--- src/rtl/video_timing_gen.sv ---
// Programmable raster timing generator: h/v counters, sync, data enable and strobes.
// The timing set is held in shadow registers that are reloaded only when the raster wraps to (0,0).
module video_timing_gen #(
  parameter int CW       = 12,
  parameter int H_TOT_D  = 800,
  parameter int H_ACT_D  = 640,
  parameter int H_SS_D   = 656,
  parameter int H_SE_D   = 752,
  parameter int V_TOT_D  = 525,
  parameter int V_ACT_D  = 480,
  parameter int V_SS_D   = 490,
  parameter int V_SE_D   = 492,
  parameter bit HS_POL_D = 1'b0,
  parameter bit VS_POL_D = 1'b0
) (
  input  logic          pixel_clk,
  input  logic          rst_n,
  input  logic          enable,
  input  logic [CW-1:0] h_total,
  input  logic [CW-1:0] h_active,
  input  logic [CW-1:0] h_sync_start,
  input  logic [CW-1:0] h_sync_end,
  input  logic [CW-1:0] v_total,
  input  logic [CW-1:0] v_active,
  input  logic [CW-1:0] v_sync_start,
  input  logic [CW-1:0] v_sync_end,
  input  logic          hs_pol,
  input  logic          vs_pol,
  input  logic          cfg_update,
  output logic [CW-1:0] h_count,
  output logic [CW-1:0] v_count,
  output logic          hsync,
  output logic          vsync,
  output logic          de,
  output logic          line_start,
  output logic          frame_start,
  output logic          cfg_pending,
  output logic          cfg_err
);

  // One timing set per axis; index 0 is horizontal, index 1 is vertical.
  typedef struct packed {
    logic [CW-1:0] tot;
    logic [CW-1:0] act;
    logic [CW-1:0] ss;
    logic [CW-1:0] se;
    logic          pol;
  } axis_t;

  axis_t         cfg_in  [2];
  axis_t         shd_q   [2];
  axis_t         shd_d   [2];
  logic [CW-1:0] pos_nx  [2];
  logic [1:0]    axis_ok;
  logic [1:0]    sync_nx;
  logic [1:0]    in_act;

  logic [CW-1:0] h_q, h_d, v_q, v_d, h_nx, v_nx;
  logic          hsync_q, hsync_d, vsync_q, vsync_d, de_q, de_d;
  logic          ls_q, ls_d, fs_q, fs_d, pend_q, pend_d, err_q, err_d;
  logic          h_wrap, v_wrap, frame_wrap, do_load, cfg_ok;

  assign cfg_in[0] = '{tot: h_total, act: h_active, ss: h_sync_start, se: h_sync_end, pol: hs_pol};
  assign cfg_in[1] = '{tot: v_total, act: v_active, ss: v_sync_start, se: v_sync_end, pol: vs_pol};

  always_comb begin
    h_wrap     = (h_q == shd_q[0].tot - CW'(1));
    v_wrap     = (v_q == shd_q[1].tot - CW'(1));
    h_nx       = h_wrap ? '0 : h_q + CW'(1);
    v_nx       = h_wrap ? (v_wrap ? '0 : v_q + CW'(1)) : v_q;
    frame_wrap = enable && h_wrap && v_wrap;
    do_load    = frame_wrap && (pend_q || cfg_update);
    cfg_ok     = &axis_ok;
  end

  assign pos_nx[0] = h_nx;
  assign pos_nx[1] = v_nx;

  // Per-axis validity, shadow selection and window decode of the next position.
  // The decode uses shd_d so a freshly loaded set already governs the (0,0) cycle.
  for (genvar gi = 0; gi < 2; gi++) begin : g_axis
    assign axis_ok[gi] = (cfg_in[gi].tot >= CW'(2)) &&
                         (cfg_in[gi].act >= CW'(1)) &&
                         (cfg_in[gi].act <= cfg_in[gi].tot) &&
                         (cfg_in[gi].ss  <  cfg_in[gi].se) &&
                         (cfg_in[gi].se  <= cfg_in[gi].tot);
    assign shd_d[gi]   = (do_load && cfg_ok) ? cfg_in[gi] : shd_q[gi];
    assign sync_nx[gi] = (pos_nx[gi] >= shd_d[gi].ss && pos_nx[gi] < shd_d[gi].se) ?
                         shd_d[gi].pol : ~shd_d[gi].pol;
    assign in_act[gi]  = (pos_nx[gi] < shd_d[gi].act);
  end

  always_comb begin
    h_d     = enable ? h_nx       : h_q;
    v_d     = enable ? v_nx       : v_q;
    hsync_d = enable ? sync_nx[0] : hsync_q;
    vsync_d = enable ? sync_nx[1] : vsync_q;
    de_d    = enable ? &in_act    : de_q;
    ls_d    = enable && (h_nx == '0);
    fs_d    = frame_wrap;
    // A request arriving in the wrap cycle itself is consumed immediately.
    pend_d  = do_load ? 1'b0 : (cfg_update ? 1'b1 : pend_q);
    err_d   = do_load ? ~cfg_ok : err_q;
  end

  always_ff @(posedge pixel_clk or negedge rst_n) begin
    if (!rst_n) begin
      shd_q[0] <= '{tot: CW'(H_TOT_D), act: CW'(H_ACT_D), ss: CW'(H_SS_D), se: CW'(H_SE_D), pol: HS_POL_D};
      shd_q[1] <= '{tot: CW'(V_TOT_D), act: CW'(V_ACT_D), ss: CW'(V_SS_D), se: CW'(V_SE_D), pol: VS_POL_D};
      h_q      <= CW'(H_TOT_D - 1);
      v_q      <= CW'(V_TOT_D - 1);
      hsync_q  <= ~HS_POL_D;
      vsync_q  <= ~VS_POL_D;
      de_q     <= 1'b0;
      ls_q     <= 1'b0;
      fs_q     <= 1'b0;
      pend_q   <= 1'b0;
      err_q    <= 1'b0;
    end else begin
      shd_q[0] <= shd_d[0];
      shd_q[1] <= shd_d[1];
      h_q      <= h_d;
      v_q      <= v_d;
      hsync_q  <= hsync_d;
      vsync_q  <= vsync_d;
      de_q     <= de_d;
      ls_q     <= ls_d;
      fs_q     <= fs_d;
      pend_q   <= pend_d;
      err_q    <= err_d;
    end
  end

  assign h_count     = h_q;
  assign v_count     = v_q;
  assign hsync       = hsync_q;
  assign vsync       = vsync_q;
  assign de          = de_q;
  assign line_start  = ls_q;
  assign frame_start = fs_q;
  assign cfg_pending = pend_q;
  assign cfg_err     = err_q;

endmodule
--- config.mk ---
export PLATFORM = sky130hd
export DESIGN_NAME = video_timing_gen
export DESIGN_NICKNAME = d
export VERILOG_FILES = /design/src/rtl/video_timing_gen.sv
export SDC_FILE = /design/constraint.sdc
export NUM_CORES = 1
export LEC_CHECK = 0
export BUFFER_PORTS_ARGS = -buffer_cell sky130_fd_sc_hd__buf_2
export CAP_MARGIN = 20
export CELL_PAD_IN_SITES_DETAIL_PLACEMENT = 0
export CELL_PAD_IN_SITES_GLOBAL_PLACEMENT = 1
export CORE_MARGIN = 2
export CORE_UTILIZATION = 42
export CTS_BUF_LIST = sky130_fd_sc_hd__clkbuf_8
export DETAILED_ROUTE_END_ITERATION = 6
export PLACE_DENSITY_LB_ADDON = 0.1
export SLEW_MARGIN = 20
export SYNTH_ARGS = -nofsm -noshare
export SYNTH_HDL_FRONTEND = slang
export SYNTH_SLANG_ARGS = --single-unit
export TNS_END_PERCENT = 100
--- constraint.sdc ---
create_clock -name pixel_clk -period 5.4 [get_ports pixel_clk]
set_input_delay 0.81 -clock pixel_clk [delete_from_list [all_inputs] [get_ports pixel_clk]]
set_output_delay 0.81 -clock pixel_clk [all_outputs]
set_load 0.02 [all_outputs]
==> results of run 1 <==
-- stage by stage --
stage	area (um2)	hold slack [ns]	power, mW	setup slack [ns]	std cells
2_1_floorplan	9900	0.434	3.09	0.0985	1106
3_3_place_gp	11200	0.450	3.96	-0.235	1569
3_5_place_dp	11200	0.452	3.98	-0.333	1569
4_1_cts	11700	0.448	4.94	0.000610	1601
5_1_grt	11800	0.448	5.40	-0.00751	1612
6_report	11800	0.413	5.01	0.259	1612
-- layout make-up --
| class | instances | area share |
|---|---|---|
| multi-input combinational | 811 | 0.512 |
| tap | 319 | 0.0337 |
| clock inverter | 15 | 0.0174 |
| timing repair buffer | 189 | 0.0977 |
| clock buffer | 17 | 0.0198 |
| inverter | 132 | 0.0418 |
| sequential | 129 | 0.277 |
-- cells in the mapped netlist, types with 9 or more instances --
library cell	count	area, um2
ha_1	142	1780
inv_1	132	495
dfrtp_1	84	2100
nand2_1	84	315
nor2_1	79	297
a21oi_1	70	350
o21ai_0	46	230
dfstp_2	45	1180
mux2i_1	41	410
nand4_1	36	225
nand3_1	27	135
xnor2_1	26	228
nor3_1	25	125
a21o_1	23	173
clkbuf_1	22	82.6
mux2_2	22	248
o21ai_1	20	100
nor4_1	19	119
xor2_1	18	158
nand2b_1	14	87.6
or3_1	10	62.6
a211oi_1	9	67.6
nor2b_1	9	56.3
-- timing repair --
item | CTS | global route
setup endpoints to repair | 0 | 3
setup buffers | 0 | 9
gates resized for setup | 0 | 22
-- kinds of logic after synthesis --
family                   share of synthesized area
multiplexers                                0.0692
AND/OR/NAND/NOR                              0.175
AO/OA/AOI/OAI                                0.137
adder cells (fa/ha/maj)                      0.180
flip-flops                                   0.332
XOR/XNOR                                    0.0389
buffers and inverters                       0.0681
-- final timing paths --
kind	start	to	slack [ns]
hold / removal	rst_n	shd_q[12]	0.41
setup reg to reg	shd_q[37]	vsync	0.26
min in group pixel_clk	shd_q[69]	shd_q[69]	0.47
hold reg to reg	shd_q[69]	shd_q[69]	0.47
max in group asynchronous	rst_n	shd_q[82]	3.82
setup / recovery	shd_q[37]	vsync	0.26
-- power breakdown --
part	switching, mW	internal (mW)	leakage (nW)
sequential	0.185	1.19	1.62
combinational	1.49	1.20	4.71
clock	0.433	0.510	0.223
-- layer usage --
| layer | wire length, um | vias to the layer above | global-route usage |
|---|---|---|---|
| met5 | 0 | - | 0 |
| met4 | 658 | 0 | 0.0667 |
| met3 | 1190 | 29 | 0.0366 |
| met2 | 14300 | 199 | 0.418 |
| met1 | 14200 | 4060 | 0.334 |
| li1 | - | 4278 | - |
==> results.py, run 1 <==
metrics = {
    "die": {
        "die_area_um2": 24800,
        "num_io_pins": 133,
        "rows": 56,
        "core_area_um2": 23300,
        "dieHeight_um": 158,
        "die_w_um": 158,
        "start_util": 0.424,
    },
    "logic_synthesis": {
        "ys_async_sr_fraction": 1.00,
        "synth_warnings": 0,
        "postSynthCellCount": 1106,
        "seq_area_frac_synth": 0.332,
        "syn-num-nets": 1350,
        "yosys.cell_types.count": 71,
        "ys_seq_elements": 129,
        "syn_area_um2": 9900,
        "syn_area_per_cell_um2": 8.95,
        "synth_edf_count": 0,
        "ys.flop_type": "dfrtp_1",
    },
    "clock_network": {
        "ctsHoldBuffers": 0,
        "cts_sinks": 129,
        "clock_latency_ns": 0.45,
        "tritoncts": "yes",
        "clock-root-buffer": "clkbuf_8",
        "clockBufferDepth": 2,
        "htreeDepth": 4,
        "path_clk_slew_ns": 0.08,
        "numCtsBuffers": 17,
    },
    "layout": {
        "fin_nets": 1524,
        "fillers": 2255,
        "postLayoutCoreUtil": 0.508,
        "largest_register_ffs": 98,
        "final_cell_mix": "142 x ha_1, 132 x inv_1, 131 x buf_2",
        "layout_commonest_cell": "ha_1",
        "insertedDiodeCount": 0,
        "drive_above_1_share": 0.247,
        "top_register": "shd_q",
        "syn2layout_area_growth_pct": 19.6,
        "multiInputGateArea_um2": 6060,
        "seqCellArea_um2": 3280,
    },
    "global_routing": {
        "grt_usage": 0.249,
        "first_global_vias": 8263,
        "grt_pass1_wl_um": 46500,
        "grt_max_degree": 86,
        "antenna_found_initial": 0,
        "grt-ovfl-total": 0,
    },
    "routing": {
        "finalWirelength_um": 30300,
        "wl_per_cell_um": 18.8,
        "antenna_left": 0,
        "first_iter_violations": 418,
        "firstDrtPassIters": 7,
        "drcViolationCount": 0,
        "viasPerCell": 5.31,
        "routed-via-count": 8566,
    },
    "sta": {
        "post-route-period-util": 0.952,
        "setup_viol": 0,
        "tns_ns": 0,
        "worst_pin_slew_ns": 0.837,
        "clock_skew_ns": 0.0159,
        "hold_viol": 0,
        "relSlewSlack": 0.442,
        "fmax_mhz": 195,
        "slew_violations": 0,
        "fin_crit_ns": 5.14,
    },
    "worst_setup_path": {
        "reg2regPathDepth": 21,
        "critPathTopFamily": "compound AO/OA/AOI/OAI gates",
        "cp.required_ns": 5.76,
        "crit_chain": "inv_1, ha_1, buf_4, or2_2, a2111oi_2, o21ai_1, a221oi_2, nand4b_4, nor2_8, buf_4, nand2_4, a21oi_1, ha_1, nand4_1, nor2_1, a211oi_1, o2111ai_1, or3_1, a311oi_2, xor2_1, a21oi_1",
        "slowest_stage": "dfstp_2",
        "worst_path_largest_cell_delay_ns": 0.53,
        "path_max_fanout": 19,
        "crit_buf_inv": 3,
        "crit_arrival_ns": 5.50,
        "critPathKind": "reg -> reg",
        "cp-start-kind": "flop",
        "cp-end-kind": "flop",
        "path_depth": 21,
    },
    "flow_run": {
        "maxCapViolations": 0,
    },
    "hold_path": {
        "hp-class": "in -> async",
    },
    "power": {
        "power.density_nw_per_um2": 423,
        "p_leak_nw": 6.55,
        "vdd_drop_max_uv": 204,
    },
    "run_status": {
        "status": "finished clean",
    },
    "placed_design": {
        "place_congestion": 0.894,
        "post-dp-hpwl_um": 24300,
        "port_buffers": 132,
    },
}
No activity file was read; power rests on OpenSTA's default activity.
==> run 2, diff against run 1 <==
BUFFER_PORTS_ARGS = -buffer_cell sky130_fd_sc_hd__clkbuf_2   (was -buffer_cell sky130_fd_sc_hd__buf_2)
==> run 2 against run 1 <==
Critical path depth rose by 1. Combinational power rose by 3%. Worst setup slack got worse by 0.018 ns. Fmax fell by 0.35%. Non-clock buffer count rose by 9. Clock power fell by 13%. Power fell by 0.76%.
==> results.py, run 2 (synthesized netlist as in run 1, its figures left out) <==
metrics = {
    "run_status": {
        "status": "finished clean",
    },
    "layout": {
        "seqCellArea_um2": 3290,
        "fillers": 2288,
        "final_cell_mix": "141 x ha_1, 135 x inv_1, 131 x clkbuf_2",
        "fin_nets": 1533,
        "insertedDiodeCount": 0,
        "top_register": "shd_q",
        "multiInputGateArea_um2": 6130,
        "layout_commonest_cell": "ha_1",
        "largest_register_ffs": 98,
        "syn2layout_area_growth_pct": 20.2,
        "drive_above_1_share": 0.257,
    },
    "sta": {
        "worst_slack_ns": 0.241,
        "clock_skew_ns": 0.0138,
        "fmax_mhz": 194,
        "hold_slack_ns": 0.423,
        "setup_viol": 0,
        "fin_crit_ns": 5.16,
        "relSlewSlack": 0.426,
        "post-route-period-util": 0.955,
        "hold_viol": 0,
        "worst_pin_slew_ns": 0.860,
        "slew_violations": 0,
    },
    "die": {
        "start_util": 0.424,
        "dieHeight_um": 158,
        "die_area_um2": 24800,
        "num_io_pins": 133,
        "rows": 56,
        "die_w_um": 158,
        "core_area_um2": 23300,
    },
    "placed_design": {
        "post-dp-hpwl_um": 24700,
        "port_buffers": 132,
        "pre_cts_ws_ns": -0.211,
        "place_congestion": 0.905,
    },
    "routing": {
        "routed-via-count": 8667,
        "first_iter_violations": 429,
        "viasPerCell": 5.35,
        "finalWirelength_um": 30900,
        "antenna_left": 0,
        "wl_per_cell_um": 19.0,
        "firstDrtPassIters": 5,
        "drcViolationCount": 0,
    },
    "clock_network": {
        "ctsHoldBuffers": 0,
        "clockBufferDepth": 2,
        "htreeDepth": 4,
        "numCtsBuffers": 17,
        "clock_latency_ns": 0.45,
        "clock-root-buffer": "clkbuf_8",
        "tritoncts": "yes",
        "path_clk_slew_ns": 0.07,
        "cts_sinks": 129,
    },
    "worst_setup_path": {
        "cp-start-kind": "flop",
        "path_max_fanout": 22,
        "crit_arrival_ns": 5.53,
        "critPathTopFamily": "compound AO/OA/AOI/OAI gates",
        "crit_buf_inv": 3,
        "ff2ff_setup_slack_ns": 0.24,
        "r2r-start": "shd_q[38]",
        "critPathKind": "reg -> reg",
        "cp.required_ns": 5.77,
        "crit_chain": "inv_1, ha_2, or4b_1, or3_4, o31a_1, a221oi_2, nand4b_4, nor2_8, nand2_8, buf_12, buf_4, mux2i_2, ha_1, a21o_1, a21o_1, a21o_1, a21o_1, a211oi_1, or3_1, a311oi_2, xor2_1, a21oi_1",
        "cp-end-kind": "flop",
        "slowest_stage": "or4b_1",
        "cpMostUsedCell": "a21o_1",
        "worst_path_largest_cell_delay_ns": 0.47,
        "reg2regPathDepth": 22,
        "rr_endpoint": "vsync",
    },
    "power": {
        "p_leak_nw": 6.55,
        "vdd_drop_max_uv": 202,
        "power.density_nw_per_um2": 418,
    },
    "global_routing": {
        "grt_max_degree": 90,
        "grt_usage": 0.252,
        "first_global_vias": 8256,
        "antenna_found_initial": 0,
        "grt-ovfl-total": 0,
        "grt_pass1_wl_um": 47200,
    },
    "flow_run": {
        "maxCapViolations": 0,
    },
    "hold_path": {
        "hp-class": "in -> async",
    },
}
[run 2: worst max path at each step]
| stage | from | to | slack, ns | cells after the start |
|---|---|---|---|---|
| 2_1_floorplan | h_sync_end[2] | de | 0.1 | 22 |
| 3_3_place_gp | h_total[1] | de | -0.25 | 23 |
| 3_5_place_dp | h_sync_end[11] | de | -0.21 | 23 |
| 4_1_cts | shd_q[86] | de | 0.05 | 21 |
| 5_1_grt | shd_q[38] | hsync | -0.02 | 24 |
| 6_report | shd_q[38] | vsync | 0.24 | 22 |
[run 2: repair_timing]
action | 4_1_cts | 5_1_grt
resized for setup | 1 | 36
setup endpoints to repair | 1 | 3
endpoints found under the hold margin | 0 | 0
pin swaps | 0 | 6
cloned | 0 | 2
buffers inserted | 0 | 5
[run 2: where the power goes]
group          internal, mW  leakage [nW]  switching [mW]
logic                  1.23          4.74            1.55
registers              1.19          1.62           0.175
clock network         0.426         0.197           0.397
total                  2.85          6.55            2.12
[run 2: worst reg2reg max path, delay by kind of cell (launching register included)]
family          cells  cell delay (ns)
xor+xnor            1             0.16
simple gates        6             1.59
compound gates      9             1.78
buf+inv             3             0.43
flops               1             0.45
mux                 1             0.20
fa+ha+maj           2             0.46
[run 2: area by class of cell]
class                      count  area share
timing repair buffer         198       0.101
tap                          319      0.0336
clock buffer                  19      0.0220
sequential                   129       0.276
multi-input combinational    811       0.515
inverter                     132      0.0417
clock inverter                12      0.0102
[run 2: per-stage QoR]
stage | cells | TNS, ns | utilization | area, um2 | power (mW)
2_1_floorplan | 1106 | 0 | - | 9900 | 3.09
3_3_place_gp | 1582 | -0.400 | 0.484 | 11300 | 3.99
3_5_place_dp | 1582 | -0.527 | 0.484 | 11300 | 4.01
6_report | 1620 | 0 | 0.510 | 11900 | 4.97
4_1_cts | 1613 | 0 | 0.501 | 11700 | 4.88
5_1_grt | 1620 | -0.0286 | 0.510 | 11900 | 5.37
[run 2: metal layers]
layer | global-route usage | share of wire | vias to the layer above
met3 | 0.0424 | 0.045 | 28
met5 | 0 | 0 | -
li1 | - | - | 4312
met4 | 0.0615 | 0.016 | 0
met2 | 0.418 | 0.47 | 219
met1 | 0.344 | 0.47 | 4108
